==> config.mk <==
export PLATFORM = sky130hd
export DESIGN_NAME = dca_matrix_row_requester
export DESIGN_NICKNAME = d
export VERILOG_FILES = /design/src/rtl/dca_matrix_row_requester.sv
export SDC_FILE = /design/constraint.sdc
export NUM_CORES = 1
export LEC_CHECK = 0
export BUFFER_PORTS_ARGS = -buffer_cell sky130_fd_sc_hd__clkbuf_2
export CAP_MARGIN = 5
export CORE_MARGIN = 1
export CORE_UTILIZATION = 30
export CTS_CLUSTER_SIZE = 16
export DETAILED_ROUTE_END_ITERATION = 12
export PLACE_DENSITY_LB_ADDON = 0.15
export SYNTH_ARGS = -nofsm -noshare
export SYNTH_HDL_FRONTEND = slang
export SYNTH_SLANG_ARGS = --single-unit
==> constraint.sdc <==
create_clock -name clk -period 6.1 [get_ports clk]
set_input_delay 0 -clock clk [delete_from_list [all_inputs] [get_ports clk]]
set_output_delay 0 -clock clk [all_outputs]
set_load 0.01 [all_outputs]
==> src/rtl/dca_matrix_row_requester.sv <==
// Purpose: expand a DCA matrix block descriptor into one LSU row-load request per block row.
// Latency: descriptor accepted in cycle N -> first row request valid in cycle N+1, then one row/cycle.
// Backpressure: requests hold stable while req_ready=0; blk_ready low while a block is in flight
//   (with DCA_ROW_REQUESTER_PREFETCH_EN defined, a one-entry descriptor buffer keeps blk_ready high
//   until it fills, giving back-to-back blocks with no bubble).
// block_info packing, MSB..LSB: {addr, stride_ls3, num_row_m1, num_col_m1, is_signed, is_float, addr_lsa_p3}
module dca_matrix_row_requester #(
  parameter int MAX_NUM_ROW                    = 8,
  parameter int BW_DCA_MATRIX_INFO_ADDR        = 32,
  parameter int BW_DCA_MATRIX_INFO_STRIDE_LS3  = 16,
  parameter int BW_DCA_MATRIX_INFO_NUM_ROW_M1  = 8,
  parameter int BW_DCA_MATRIX_INFO_NUM_COL_M1  = 8,
  parameter int BW_DCA_MATRIX_INFO_IS_SIGNED   = 1,
  parameter int BW_DCA_MATRIX_INFO_IS_FLOAT    = 1,
  parameter int BW_DCA_MATRIX_INFO_ADDR_LSA_P3 = 3,
  localparam int BW_DCA_MATRIX_INFO = BW_DCA_MATRIX_INFO_ADDR + BW_DCA_MATRIX_INFO_STRIDE_LS3 +
                                      BW_DCA_MATRIX_INFO_NUM_ROW_M1 + BW_DCA_MATRIX_INFO_NUM_COL_M1 +
                                      BW_DCA_MATRIX_INFO_IS_SIGNED + BW_DCA_MATRIX_INFO_IS_FLOAT +
                                      BW_DCA_MATRIX_INFO_ADDR_LSA_P3,
  localparam int BW_ROW_IDX = ($clog2(MAX_NUM_ROW) < 1) ? 1 : $clog2(MAX_NUM_ROW),
  localparam int BW_ATTR    = BW_DCA_MATRIX_INFO_IS_SIGNED + BW_DCA_MATRIX_INFO_IS_FLOAT +
                              BW_DCA_MATRIX_INFO_ADDR_LSA_P3
) (
  input  logic                                     clk,
  input  logic                                     rstnn,
  input  logic                                     clear,
  input  logic                                     enable,
  input  logic                                     blk_valid,
  output logic                                     blk_ready,
  input  logic [BW_DCA_MATRIX_INFO-1:0]            block_info,
  input  logic                                     blk_is_last,
  output logic                                     req_valid,
  input  logic                                     req_ready,
  output logic [BW_DCA_MATRIX_INFO_ADDR-1:0]       req_addr,
  output logic [BW_ROW_IDX-1:0]                    req_row_idx,
  output logic [BW_DCA_MATRIX_INFO_NUM_COL_M1-1:0] req_num_col_m1,
  output logic [BW_ATTR-1:0]                       req_attr,
  output logic                                     req_last_row,
  output logic                                     req_last_block,
  output logic                                     done
);

  localparam int BITW     = BW_DCA_MATRIX_INFO_ADDR + 3;
  localparam int OFS_FLT  = BW_DCA_MATRIX_INFO_ADDR_LSA_P3;
  localparam int OFS_SGN  = OFS_FLT + BW_DCA_MATRIX_INFO_IS_FLOAT;
  localparam int OFS_NCOL = OFS_SGN + BW_DCA_MATRIX_INFO_IS_SIGNED;
  localparam int OFS_NROW = OFS_NCOL + BW_DCA_MATRIX_INFO_NUM_COL_M1;
  localparam int OFS_STR  = OFS_NROW + BW_DCA_MATRIX_INFO_NUM_ROW_M1;
  localparam int OFS_ADDR = OFS_STR + BW_DCA_MATRIX_INFO_STRIDE_LS3;

  typedef enum logic {S_IDLE, S_ISSUE} state_t;

  state_t                                   state, state_nxt;
  logic [BITW-1:0]                          bitaddr;
  logic [BW_DCA_MATRIX_INFO_STRIDE_LS3-1:0] stride_q;
  logic [BW_ROW_IDX-1:0]                    nrow_q, row_q, row_inc;
  logic [BW_DCA_MATRIX_INFO_NUM_COL_M1-1:0] col_q;
  logic [BW_ATTR-1:0]                       attr_q;
  logic                                     last_row_q, last_blk_q, done_q;

  logic                                     blk_hs, req_hs, last_hs, load;
  logic [BW_DCA_MATRIX_INFO-1:0]            src_info;
  logic                                     src_last;
  logic [BW_DCA_MATRIX_INFO_NUM_ROW_M1-1:0] src_nrow_full;
  logic [BW_ROW_IDX-1:0]                    src_nrow;
  logic                                     unused_nrow_bits;

  assign blk_hs  = blk_valid & blk_ready & enable;
  assign req_hs  = req_valid & req_ready & enable;
  assign last_hs = req_hs & last_row_q;
  assign row_inc = row_q + BW_ROW_IDX'(1);

`ifdef DCA_ROW_REQUESTER_PREFETCH_EN
  logic                          buf_full, buf_last, buf_push, load_from_buf;
  logic [BW_DCA_MATRIX_INFO-1:0] buf_info;

  // A buffered descriptor takes over on the last-row handshake; a fresh one goes straight
  // to the active registers when nothing is buffered and the block is ending (or idle).
  assign load_from_buf = last_hs & buf_full;
  assign load          = load_from_buf | (blk_hs & ((state == S_IDLE) | last_hs));
  assign buf_push      = blk_hs & (state == S_ISSUE) & ~last_hs;
  assign src_info      = load_from_buf ? buf_info : block_info;
  assign src_last      = load_from_buf ? buf_last : blk_is_last;

  // One-entry descriptor buffer; blk_ready is low while it holds a descriptor
  always_ff @(posedge clk or negedge rstnn) begin
    if (!rstnn) begin
      buf_full <= 1'b0;
      buf_info <= '0;
      buf_last <= 1'b0;
    end else if (enable) begin
      if (clear) begin
        buf_full <= 1'b0;
      end else if (buf_push) begin
        buf_full <= 1'b1;
        buf_info <= block_info;
        buf_last <= blk_is_last;
      end else if (load_from_buf) begin
        buf_full <= 1'b0;
      end
    end
  end
`else
  assign load     = blk_hs;
  assign src_info = block_info;
  assign src_last = blk_is_last;
`endif

  // num_row_m1 is truncated to the row-index width; upper bits are intentionally ignored
  assign src_nrow_full    = src_info[OFS_NROW +: BW_DCA_MATRIX_INFO_NUM_ROW_M1];
  assign src_nrow         = src_nrow_full[BW_ROW_IDX-1:0];
  assign unused_nrow_bits = ^src_nrow_full;

  // FSM state register
  always_ff @(posedge clk or negedge rstnn) begin
    if (!rstnn) state <= S_IDLE;
    else        state <= state_nxt;
  end

  // FSM next state: clear wins, a new block (re)enters ISSUE, the last row returns to IDLE
  always_comb begin
    state_nxt = state;
    if (enable) begin
      if (clear)        state_nxt = S_IDLE;
      else if (load)    state_nxt = S_ISSUE;
      else if (last_hs) state_nxt = S_IDLE;
    end
  end

  // FSM outputs; both are functions of registers only
  always_comb begin
    req_valid = (state == S_ISSUE);
`ifdef DCA_ROW_REQUESTER_PREFETCH_EN
    blk_ready = ~buf_full;
`else
    blk_ready = (state == S_IDLE);
`endif
  end

  // Active block registers: load on a new block, step address/row on each non-final row handshake
  always_ff @(posedge clk or negedge rstnn) begin
    if (!rstnn) begin
      bitaddr    <= '0;
      stride_q   <= '0;
      nrow_q     <= '0;
      row_q      <= '0;
      col_q      <= '0;
      attr_q     <= '0;
      last_row_q <= 1'b0;
      last_blk_q <= 1'b0;
    end else if (enable) begin
      if (clear) begin
        row_q      <= '0;
        last_row_q <= (nrow_q == '0);
      end else if (load) begin
        bitaddr    <= {src_info[OFS_ADDR +: BW_DCA_MATRIX_INFO_ADDR], 3'b000};
        stride_q   <= src_info[OFS_STR +: BW_DCA_MATRIX_INFO_STRIDE_LS3];
        nrow_q     <= src_nrow;
        row_q      <= '0;
        last_row_q <= (src_nrow == '0);
        col_q      <= src_info[OFS_NCOL +: BW_DCA_MATRIX_INFO_NUM_COL_M1];
        attr_q     <= {src_info[0 +: BW_DCA_MATRIX_INFO_ADDR_LSA_P3],
                       src_info[OFS_FLT +: BW_DCA_MATRIX_INFO_IS_FLOAT],
                       src_info[OFS_SGN +: BW_DCA_MATRIX_INFO_IS_SIGNED]};
        last_blk_q <= src_last;
      end else if (req_hs && !last_row_q) begin
        row_q      <= row_inc;
        bitaddr    <= bitaddr + BITW'(stride_q);
        last_row_q <= (row_inc == nrow_q);
      end
    end
  end

  // done pulses the cycle after the final row of the final block is taken
  always_ff @(posedge clk or negedge rstnn) begin
    if (!rstnn)      done_q <= 1'b0;
    else if (enable) done_q <= ~clear & last_hs & last_blk_q;
  end

  assign req_addr       = bitaddr[BITW-1:3];
  assign req_row_idx    = row_q;
  assign req_num_col_m1 = col_q;
  assign req_attr       = attr_q;
  assign req_last_row   = last_row_q;
  assign req_last_block = last_blk_q;
  assign done           = done_q;

endmodule

-- After elaboration in Yosys (flattened, before gate mapping)
Cells that the tools add are included.
- register bits after elaboration: 74
- output and inout bits: 53
- logic and storage cells: 44
- input bits: 76
- reductions and logical operators: 11
- mux-type cells: 11
- eq/ne operators: 1
- bitwise logic cells: 9
- $add $sub $neg: 2
- operators by type and width (operator ; count):
    2-to-1 mux 35 bit ; 2
    adder 35 x 16 -> 35 bit ; 1
    2-to-1 mux 3 bit ; 3
    bitwise AND 1 bit ; 7
    logical NOT 3 bit ; 2
    2-to-1 mux 1 bit ; 6
    AND reduction 3 bit ; 2
    nonzero test 3 bit ; 2
    AND reduction 2 bit ; 2
    adder 3 x 1 -> 3 bit (second input constant) ; 1
    == test 3 bit ; 1
    NOT 1 bit ; 2
    nonzero test 2 bit ; 1
    logical AND 1 bit ; 1
    logical NOT 1 bit ; 1

-- Depth between registers and ports, before layout
Gate-level depths: netlist of the first run.
- depth in word-level cells: 6
- depth in mapped cells: 9
- depth with buffers taken out: 9

-- Worst setup path after synthesis of the first run
OpenSTA, ideal clock, no wires.
- path type: reg2reg
- start: register bitaddr[0]
- end: register bitaddr[22]
- period minus slack after synthesis: 2.339 ns
- buffers on the path: 0
- arrival time: 2.274 ns
- library setup time: 0.065 ns
- data required time: 6.035 ns
- cell stages (with the launch flop): 10
- setup slack: 3.761 ns
- cell sequence: dfrtp_1 -> ha_1 -> fa_1 -> a21oi_1 -> o22ai_1 -> o211a_1 -> o21ai_2 -> nand3b_1 -> mux2i_1 -> o221a_2
- word-level cells in the longest chain between the ends: 3
- ends and longest elaborated chain (what ; RTL line ; source):
    start, declared ; 54 ; logic [BITW-1:0] bitaddr;
    start signal, assigned ; 156 ; bitaddr <= {src_info[OFS_ADDR +: BW_DCA_MATRIX_INFO_ADDR], 3'b000};
    start signal, assigned ; 168 ; bitaddr <= bitaddr + BITW'(stride_q);
    adder 35 x 16 -> 35 bit ; 168 ;
    2-to-1 mux 35 bit ; 166 ; end else if (req_hs && !last_row_q) begin
    2-to-1 mux 35 bit ; 155 ; end else if (load) begin
No other way between the ends. The select of a mux whose other input is x is not followed.
A chain may end at the register's enable or synchronous reset.

-- Worst setup path after layout of the first run
- start: register state (netlist: req_valid)
- end: register last_row_q (netlist: req_last_row)
- word-level cells in the longest chain between the ends: 5
- elaborated cells on any way between the ends: 10
- classes of those cells: 2 x mux; 5 x bitwise; 3 x reduce/logical
- ends and longest elaborated chain (what ; RTL line ; source):
    start, declared ; 53 ; state_t state, state_nxt;
    start signal, assigned ; 117 ; else state <= state_nxt;
    bitwise AND 1 bit or NOT 1 bit (tied branches) ; 69, 136 ;
    bitwise AND 1 bit, on equally long branches ; 69, 68 ;
    logical AND 1 bit or bitwise AND 1 bit (tied branches) ; 166, 68 ;
    nonzero test 3 bit (no source line) or 2-to-1 mux 1 bit (tied branches) ; n/a ;
    AND reduction 2 bit (no source line) or 2-to-1 mux 1 bit (tied branches) ; n/a ;
    end signal, assigned ; 154 ; last_row_q <= (nrow_q == '0);
    end signal, assigned ; 160 ; last_row_q <= (src_nrow == '0);
    end signal, assigned ; 169 ; last_row_q <= (row_inc == nrow_q);
    end, declared ; 59 ; logic last_row_q, last_blk_q, done_q;
Several ways; a longest one is shown, not always the timed one.

==> results of run 1 <==
[worst max path at each step]
| stage | startpoint | to | slack, ns | cells after the start |
|---|---|---|---|---|
| floorplan | bitaddr[0] | bitaddr[22] | 3.76 | 9 |
| global placement | req_valid | req_last_row | 3.28 | 6 |
| detailed placement | req_valid | req_last_row | 3.25 | 6 |
| CTS | req_valid | req_last_row | 3.22 | 6 |
| global route | req_valid | bitaddr[33] | 3.10 | 7 |
| finish | req_valid | req_last_row | 3.28 | 6 |
[worst max-delay path, stage by stage (launching register included)]
cell	delay, ns
dfrtp_1	0.42
nor2_1	0.73
nand2_2	0.53
buf_4	0.45
nor4_1	0.35
a211oi_1	0.09
o21ai_0	0.15
[layout make-up]
type                       instances  share of cell area, %
sequential                        74                   30.8
clock buffer                       9                   3.75
inverter                           7                  0.437
timing repair buffer             191                   21.5
multi-input combinational        407                   38.5
tap                              184                   3.83
clock inverter                     7                   1.17
[flip-flops by register name (all words and copies together) (netlist names)]
name,count
stride_q,16
req_last_row,1
req_valid,1
req_attr,5
bitaddr,35
req_num_col_m1,8
req_last_block,1
req_row_idx,3
done,1
nrow_q,3
[cell usage after synthesis, drive strengths merged (9+ instances only)]
cell	instances	area, sq um
nor2	37	141
xnor2	9	78.8
ha	17	213
o21ai	27	139
nand2	150	566
dfrtp	74	1850
a21oi	25	129
buf	44	297
nand4	10	62.6
nor3	12	65.1
nand3	13	70.1
a21o	10	75.1
a31oi	11	68.8
[cells by family after synthesis]
kind of cell / count (synthesis) / synth area share (%)
and+or+nand+nor: 249 / 24.3
AOI/OAI and AO/OA: 120 / 17.8
DFF: 74 / 41.1
buffers and inverters: 57 / 7.66
adders and majority gates: 18 / 5.16
xor gates and xnor gates: 16 / 3.11
muxes: 4 / 0.888
[timing repair]
action,CTS,global route
resized for setup,0,0
hold buffers,65,0
hold endpoints to repair,137,0
endpoints found under the setup margin,0,0
[power groups by stage]
stage / logic, mW / clock network [mW] / registers, mW
2_1_floorplan: 0.768 / 0 / 0.748
3_5_place_dp: 0.952 / 0 / 0.782
5_1_grt: 1.11 / 0.567 / 0.799
4_1_cts: 0.991 / 0.550 / 0.775
3_3_place_gp: 0.942 / 0 / 0.777
6_report: 0.985 / 0.533 / 0.773
[per-layer routing]
layer / vias to the layer above / GRT usage (%)
met5: - / 0
met4: 0 / 6.45
met3: 11 / 3.01
met2: 110 / 27.6
met1: 2059 / 24.2
li1: 2173 / -
[per-stage QoR]
stage,power (mW),util [%]
final,2.29,41.2
after global routing,2.47,41.2
after CTS,2.32,41.2
after detailed placement,1.73,34.7
after global placement,1.72,34.7
after floorplan,1.52,-
==> parameters.txt, run 1 <==
Parameter                              Value

Drt
  Met1 layer wirelength in the final routing    6.39 mm
  Initial DRC count    230
  DR WL met2    6.06 mm
  Number of optimization iterations in the first detailed-route pass    4
  Remaining antenna violation count after routing    0
  Met3 wirelength from detailed routing    526 um
  Highest metal layer with signal wires    met4
  Total vias in the final route    ~4400
  Mean number of vias per cell    4.95
  Routed len/inst    15.0 um
  Drt drc    0
  Total Wirelength    13.2 mm

Worst setup path
  Slack of the worst reg-to-reg path    3.28 ns
  Critical path startpoint category    flip-flop
  Worst setup path class    reg2reg
  Data arrival at the endpoint of the critical path    3.07 ns
  R2R depth    6
  Start of the worst register-to-register path    req_valid
  Critical Path Fanout Max    39
  CP endpoint kind    flip-flop
  CP Data Required Time    6.36 ns
  Critical R2R Capture    req_last_row

Min path
  Hold Crit Start    block_info[46]
  Class of the tightest hold or removal check    in2reg
  Destination of the worst hold path    bitaddr[12]
  Hold depth    3

Layout
  Area of combinational cells with multiple inputs    ~0.0023 sq mm
  Filler cell count in the final layout    1497
  Post-layout instance area    about 0.0060 sq mm
  Fraction of final layout cells with drive strength greater than 1    22.4%
  Leading cell type in the layout, fill and taps excluded    nand2_1
  Commonest cells after routing, fill and taps aside    nand2_1, clkbuf_2, dfrtp_1
  Number of cells in the finished layout apart from fillers    879
  Count of nets after finishing    784
  N_diodes    0
  Register cell area after layout    0.00185 sq mm
  Area growth from synthesis to layout    33.4%

Timing
  Worst hold margin    -0.00112 ns
  Tightest Pin Transition    0.992 ns
  Setup repair after global routing missed its margin    no
  Final Worst Setup Slack    3.28 ns
  Highest achievable clock rate    355 MHz
  Final total negative setup slack    0 ns
  Period utilization    a little under half
  Setup clock skew after layout    0.00928 ns
  Minimum clock period after layout    2.82 ns
  Final setup violating endpoints    0
  Final-report max-slew violation count    0
  Slew Limit Headroom    33.7%
  Number of failing hold endpoints at the final stage    1

Synth
  Combined area of all synthesized cells    0.00451 sq mm
  Synthesized area per cell    between 8 and 9 sq um
  Fraction of registers with async set or reset after synthesis    100%
  Commonest register cell after synthesis    dfrtp_1
  Total number of yosys warnings    0
  Sequential element share of the synthesized area    41.1%
  Number of storage elements in the synthesis netlist    74
  Net Count, Synth    632
  Cell variety after synth    57
  Number of enable-type register cells in the synthesized netlist    0
  Gate count after technology mapping    538

Die
  # IOs    129
  Horizontal die dimension    125 um
  Area of the core region    0.0146 sq mm
  DIE HEIGHT    125 um
  DIE AREA    0.0155 sq mm
  # rows    44
  Starting density of the core    a little over 30%

Clock tree
  TritonCTS clock tree    yes
  Maximum count of clock buffers along a single path    2
  Clock root buffer    clkbuf_16
  CTS buffer count    9
  H-tree levels    3
  Post-CTS setup repair buffer count    0
  Clk Latency, worst-skew pair    about 0.34 ns
  Number of sinks driven by the clock tree    74
  Clk slew on worst S/H paths    0.06 ns

Power
  Clock power share    23.3%
  Combinational power share    43.0%
  IR drop worst, VDD    0.165 mV
  Reg power frac    33.7%
  Static leakage    2.97 nW
  Net switching power    0.921 mW
  PwrDens    381 mW/mm^2
  Switching share of power    40.2%
  Total internal power    1.37 mW

Flow run
  Max capacitance violation total    0

GRT
  Vias in the first global route    4310
  First-pass GRT wire length    between 20 and 25 mm
  GR Overflow Total    0
  Number of antenna violations at the first check in global routing    0
  Largest net degree at the start of global routing    75
  Total Routing Usage GR    17.6%

Placement
  Area post-placement    0.00507 sq mm
  Hpwl dp    9.20 mm
  Final weighted congestion in routability-driven placement    0.855
  Buffers added on ports    between 100 and 150
  Worst-case setup slack after placement    3.25 ns
  Placed instance count    798

Status
  Outcome    complete, but fails checks
  Violated checks    hold timing
Note: power is estimated with default switching activity, not from simulation.
==> inputs of run 2 (changes only) <==
--- a/config.mk
+++ b/config.mk
@@ -5,6 +5,7 @@
 export SDC_FILE = /design/constraint.sdc
 export NUM_CORES = 1
 export LEC_CHECK = 0
+export ABC_AREA = 1
 export BUFFER_PORTS_ARGS = -buffer_cell sky130_fd_sc_hd__clkbuf_2
 export CAP_MARGIN = 5
 export CORE_MARGIN = 1
==> constraint.sdc (replaced) <==
create_clock -name clk -period 2.95 [get_ports clk]
set_input_delay 0 -clock clk [delete_from_list [all_inputs] [get_ports clk]]
set_output_delay 0 -clock clk [all_outputs]
set_load 0.01 [all_outputs]
==> parameters.txt, run 2 <==
Parameter                              Value

Power
  Net switching power    2.00 mW (was 0.921 mW)
  Reg power frac    32.6% (was 33.7%)
  Static leakage    3.82 nW (was 2.97 nW)
  Final total power    4.89 mW (was 2.29 mW)
  Total internal power    2.88 mW (was 1.37 mW)
  Switching share of power    41.0% (was 40.2%)
  PwrDens    712 mW/mm^2 (was 381 mW/mm^2)
  IR drop worst, VDD    0.274 mV (was 0.165 mV)
  Clock power share    24.4% (was 23.3%)
  Combinational power share    43.0% (about the same)

Clock tree
  Clock root buffer    clkbuf_16 (unchanged)
  TritonCTS clock tree    yes (unchanged)
  Post_cts resized    0 (unchanged)
  H-tree levels    3 (unchanged)
  Hold-fix buffers at CTS    64 (was 65)
  Number of sinks driven by the clock tree    74 (unchanged)
  CTS buffer count    9 (unchanged)
  Maximum count of clock buffers along a single path    2 (unchanged)
  Clk Latency, worst-skew pair    0.34 ns (about the same)
  Clk slew on worst S/H paths    0.06 ns (about the same)
  Post-CTS setup repair buffer count    0 (unchanged)

Worst setup path
  Start point of the critical path    bitaddr[0] (was req_valid)
  Start of the worst register-to-register path    bitaddr[0] (was req_valid)
  Worst setup path class    reg2reg (unchanged)
  CP endpoint kind    flip-flop (unchanged)
  Slack of the worst reg-to-reg path    0.75 ns (was 3.28 ns)
  CP Data Required Time    3.19 ns (was 6.36 ns)
  Critical Path Fanout Max    3 (was 39)
  Data arrival at the endpoint of the critical path    2.44 ns (was 3.07 ns)
  Critical path startpoint category    flip-flop (unchanged)
  Most frequent cell on the critical path    nand2_1
  CP max-delay cell    fa_1 (was nor2_1)
  Cell-by-cell trace of the critical path    ha_1 > fa_1 > nand3_1 > nand3_2 > nand2_1 > nand2_2 > nand2_1 > nand2_1 > nand2_1 > nand2_1 > nand2_1 > nand3_1 > nand2_1 > nand2_1 (was nor2_1 > nand2_2 > buf_4 > nor4_1 > a211oi_1 > o21ai_0)
  Critical Path Max Stage Delay    0.45 ns (was 0.73 ns)

GRT
  Vias in the first global route    5038 (was 4310)
  Number of antenna violations at the first check in global routing    0 (unchanged)
  Total Routing Usage GR    18.3% (was 17.6%)
  Largest net degree at the start of global routing    56 (was 75)
  GR Overflow Total    0 (unchanged)
  First-pass GRT wire length    25.7 mm (was 21.9 mm)

Layout
  Post-layout utilization of the core    39.8% (was 41.2%)
  Area growth from synthesis to layout    30.2% (was 33.4%)
  Fraction of final layout cells with drive strength greater than 1    19.9% (was 22.4%)
  Commonest cells after routing, fill and taps aside    nand2_1, clkbuf_2, inv_1, dfrtp_1, dlygate4sd3_1 (was nand2_1, clkbuf_2, dfrtp_1)
  Count of nets after finishing    1030 (was 784)
  Register with the highest flop count    bitaddr (unchanged)
  Largest register FFs    35 (unchanged)
  N_diodes    0 (unchanged)
  Leading cell type in the layout, fill and taps excluded    nand2_1 (unchanged)

Min path
  Class of the tightest hold or removal check    in2reg (unchanged)
  Hold Crit Start    block_info[52] (was block_info[46])

Die
  DIE AREA    0.0181 sq mm (was 0.0155 sq mm)
  # rows    48 (was 44)
  Starting density of the core    30.6% (was 30.9%)
  Horizontal die dimension    135 um (was 125 um)
  Area of the core region    0.0172 sq mm (was 0.0146 sq mm)
  # IOs    129 (unchanged)
  DIE HEIGHT    135 um (was 125 um)

Timing
  Period utilization    74.6% (was 46.2%)
  Setup clock skew after layout    0.00620 ns (was 0.00928 ns)
  Highest achievable clock rate    454 MHz (was 355 MHz)
  Final-report max-slew violation count    0 (unchanged)
  Tightest Pin Transition    0.751 ns (was 0.992 ns)
  Minimum clock period after layout    2.20 ns (was 2.82 ns)
  Slew Limit Headroom    49.9% (was 33.7%)
  Number of failing hold endpoints at the final stage    0 (was 1)
  Final setup violating endpoints    0 (unchanged)
  Setup repair after global routing missed its margin    no (unchanged)
  Final total negative setup slack    0 ns (unchanged)

Synth
  List of most frequent post-synthesis cells    nand2_1, dfrtp_1, inv_1 (was nand2_1, dfrtp_1, nor2_1)
  Leading cell types by total area after synthesis    dfrtp_1, nand2_1, inv_1 (was dfrtp_1, nand2_1, buf_4)
  Library cell with the highest instance count after synthesis    nand2_1 (unchanged)
  Number of enable-type register cells in the synthesized netlist    0 (unchanged)
  Sequential element share of the synthesized area    35.1% (was 41.1%)
  Total number of yosys warnings    0 (unchanged)
  Number of storage elements in the synthesis netlist    74 (unchanged)
  Synth area leader    dfrtp_1 (unchanged)
  Fraction of registers with async set or reset after synthesis    100% (unchanged)
  Area fraction of the dominant cell type after synthesis    35.1% (was 41.1%)
  Commonest register cell after synthesis    dfrtp_1 (unchanged)
  Net Count, Synth    875 (was 632)
  Synthesized area per cell    6.76 sq um (was 8.38 sq um)
  Combined area of all synthesized cells    0.00528 sq mm (was 0.00451 sq mm)
  Cell variety after synth    42 (was 57)
  Gate count after technology mapping    781 (was 538)

Drt
  Routed len/inst    13.3 um (was 15.0 um)
  Total Wirelength    15.5 mm (was 13.2 mm)
  Remaining antenna violation count after routing    0 (unchanged)
  Total vias in the final route    5079 (was 4353)
  Number of optimization iterations in the first detailed-route pass    4 (unchanged)
  Initial DRC count    271 (was 230)
  Mean number of vias per cell    4.36 (was 4.95)
  Drt drc    0 (unchanged)

Status
  Outcome    completed (was complete, but fails checks)

Placement
  Final weighted congestion in routability-driven placement    0.835 (was 0.855)
  Hpwl dp    11.5 mm (was 9.20 mm)
  Buffers added on ports    123 (unchanged)

Flow run
  Max capacitance violation total    0 (unchanged)
[run 2: changes by cell type in the layout (fill, tap and decap cells not counted), moves of 7 or more]
cell and change:
nand2_2 +8, inv_1 +68, a211oi_1 -7, nand2_1 +199, a21oi_1 -7, nand3_1 +30
o22ai_1 -8, a21o_1 -10, xor2_1 +7, inv_2 +9, a31oi_1 -11, o21ai_1 +8
[run 2: logic make-up after synthesis]
group / after synthesis / synth area share, %
buf+inv: 138 / 13.0
fa+ha+maj: 18 / 4.41
mux: 2 / 0.379
compound gates: 60 / 6.26
simple gates: 472 / 38.0
flops: 74 / 35.1
xor+xnor: 17 / 2.82
[run 2: worst paths after layout]
check	to	cells after the start
setup / recovery	bitaddr[28]	14
max in group asynchronous	stride_q[10]	3
hold reg to reg	req_num_col_m1[5]	2
min in group asynchronous	bitaddr[24]	2
setup reg to reg	bitaddr[28]	14
hold / removal	bitaddr[18]	5
[run 2: final cells by class]
class                           count  area [sq um]
Tap cell                          225           282
Timing Repair Buffer              194          1340
Multi-Input combinational cell    569          2740
Clock buffer                       11           243
Fill cell                        1823         10400
Inverter                           88           342
Sequential cell                    74          1850
Clock inverter                      4          76.3
[run 2: worst max-delay path: cells and delay by family (launching register included)]
family                     cells  cell delay (ns)
adders and majority gates      2             0.69
DFF                            1             0.38
and+or+nand+nor               12             1.04
[run 2: power by group through the flow]
stage | clock [mW] | combinational (mW) | sequential (mW)
after CTS | 1.23 | 2.13 | 1.60
after floorplan | 0 | 1.61 | 1.55
after detailed placement | 0 | 2.06 | 1.61
final | 1.19 | 2.10 | 1.59
after global routing | 1.27 | 2.42 | 1.64
after global placement | 0 | 2.05 | 1.62
[run 2: stage by stage]
stage | cells | cell area [sq um] | worst slack (ns) | hold WS, ns
2_1_floorplan | 781 | 5280 | 1.04 | -0.296
3_3_place_gp | 1086 | 5910 | 0.776 | 0.132
3_5_place_dp | 1086 | 5910 | 0.769 | 0.130
4_1_cts | 1165 | 6870 | 0.754 | 0.0106
5_1_grt | 1165 | 6870 | 0.575 | 0.0514
6_report | 1165 | 6870 | 0.749 | 0.0178
[run 2: metal layers]
| layer | vias up | wire, um | track usage [%] |
|---|---|---|---|
| li1 | 2704 | - | - |
| met1 | 2280 | 7660 | 24.3 |
| met2 | 83 | 7020 | 30.0 |
| met3 | 12 | 544 | 2.74 |
| met4 | 0 | 240 | 6.43 |
| met5 | - | 0 | 0 |
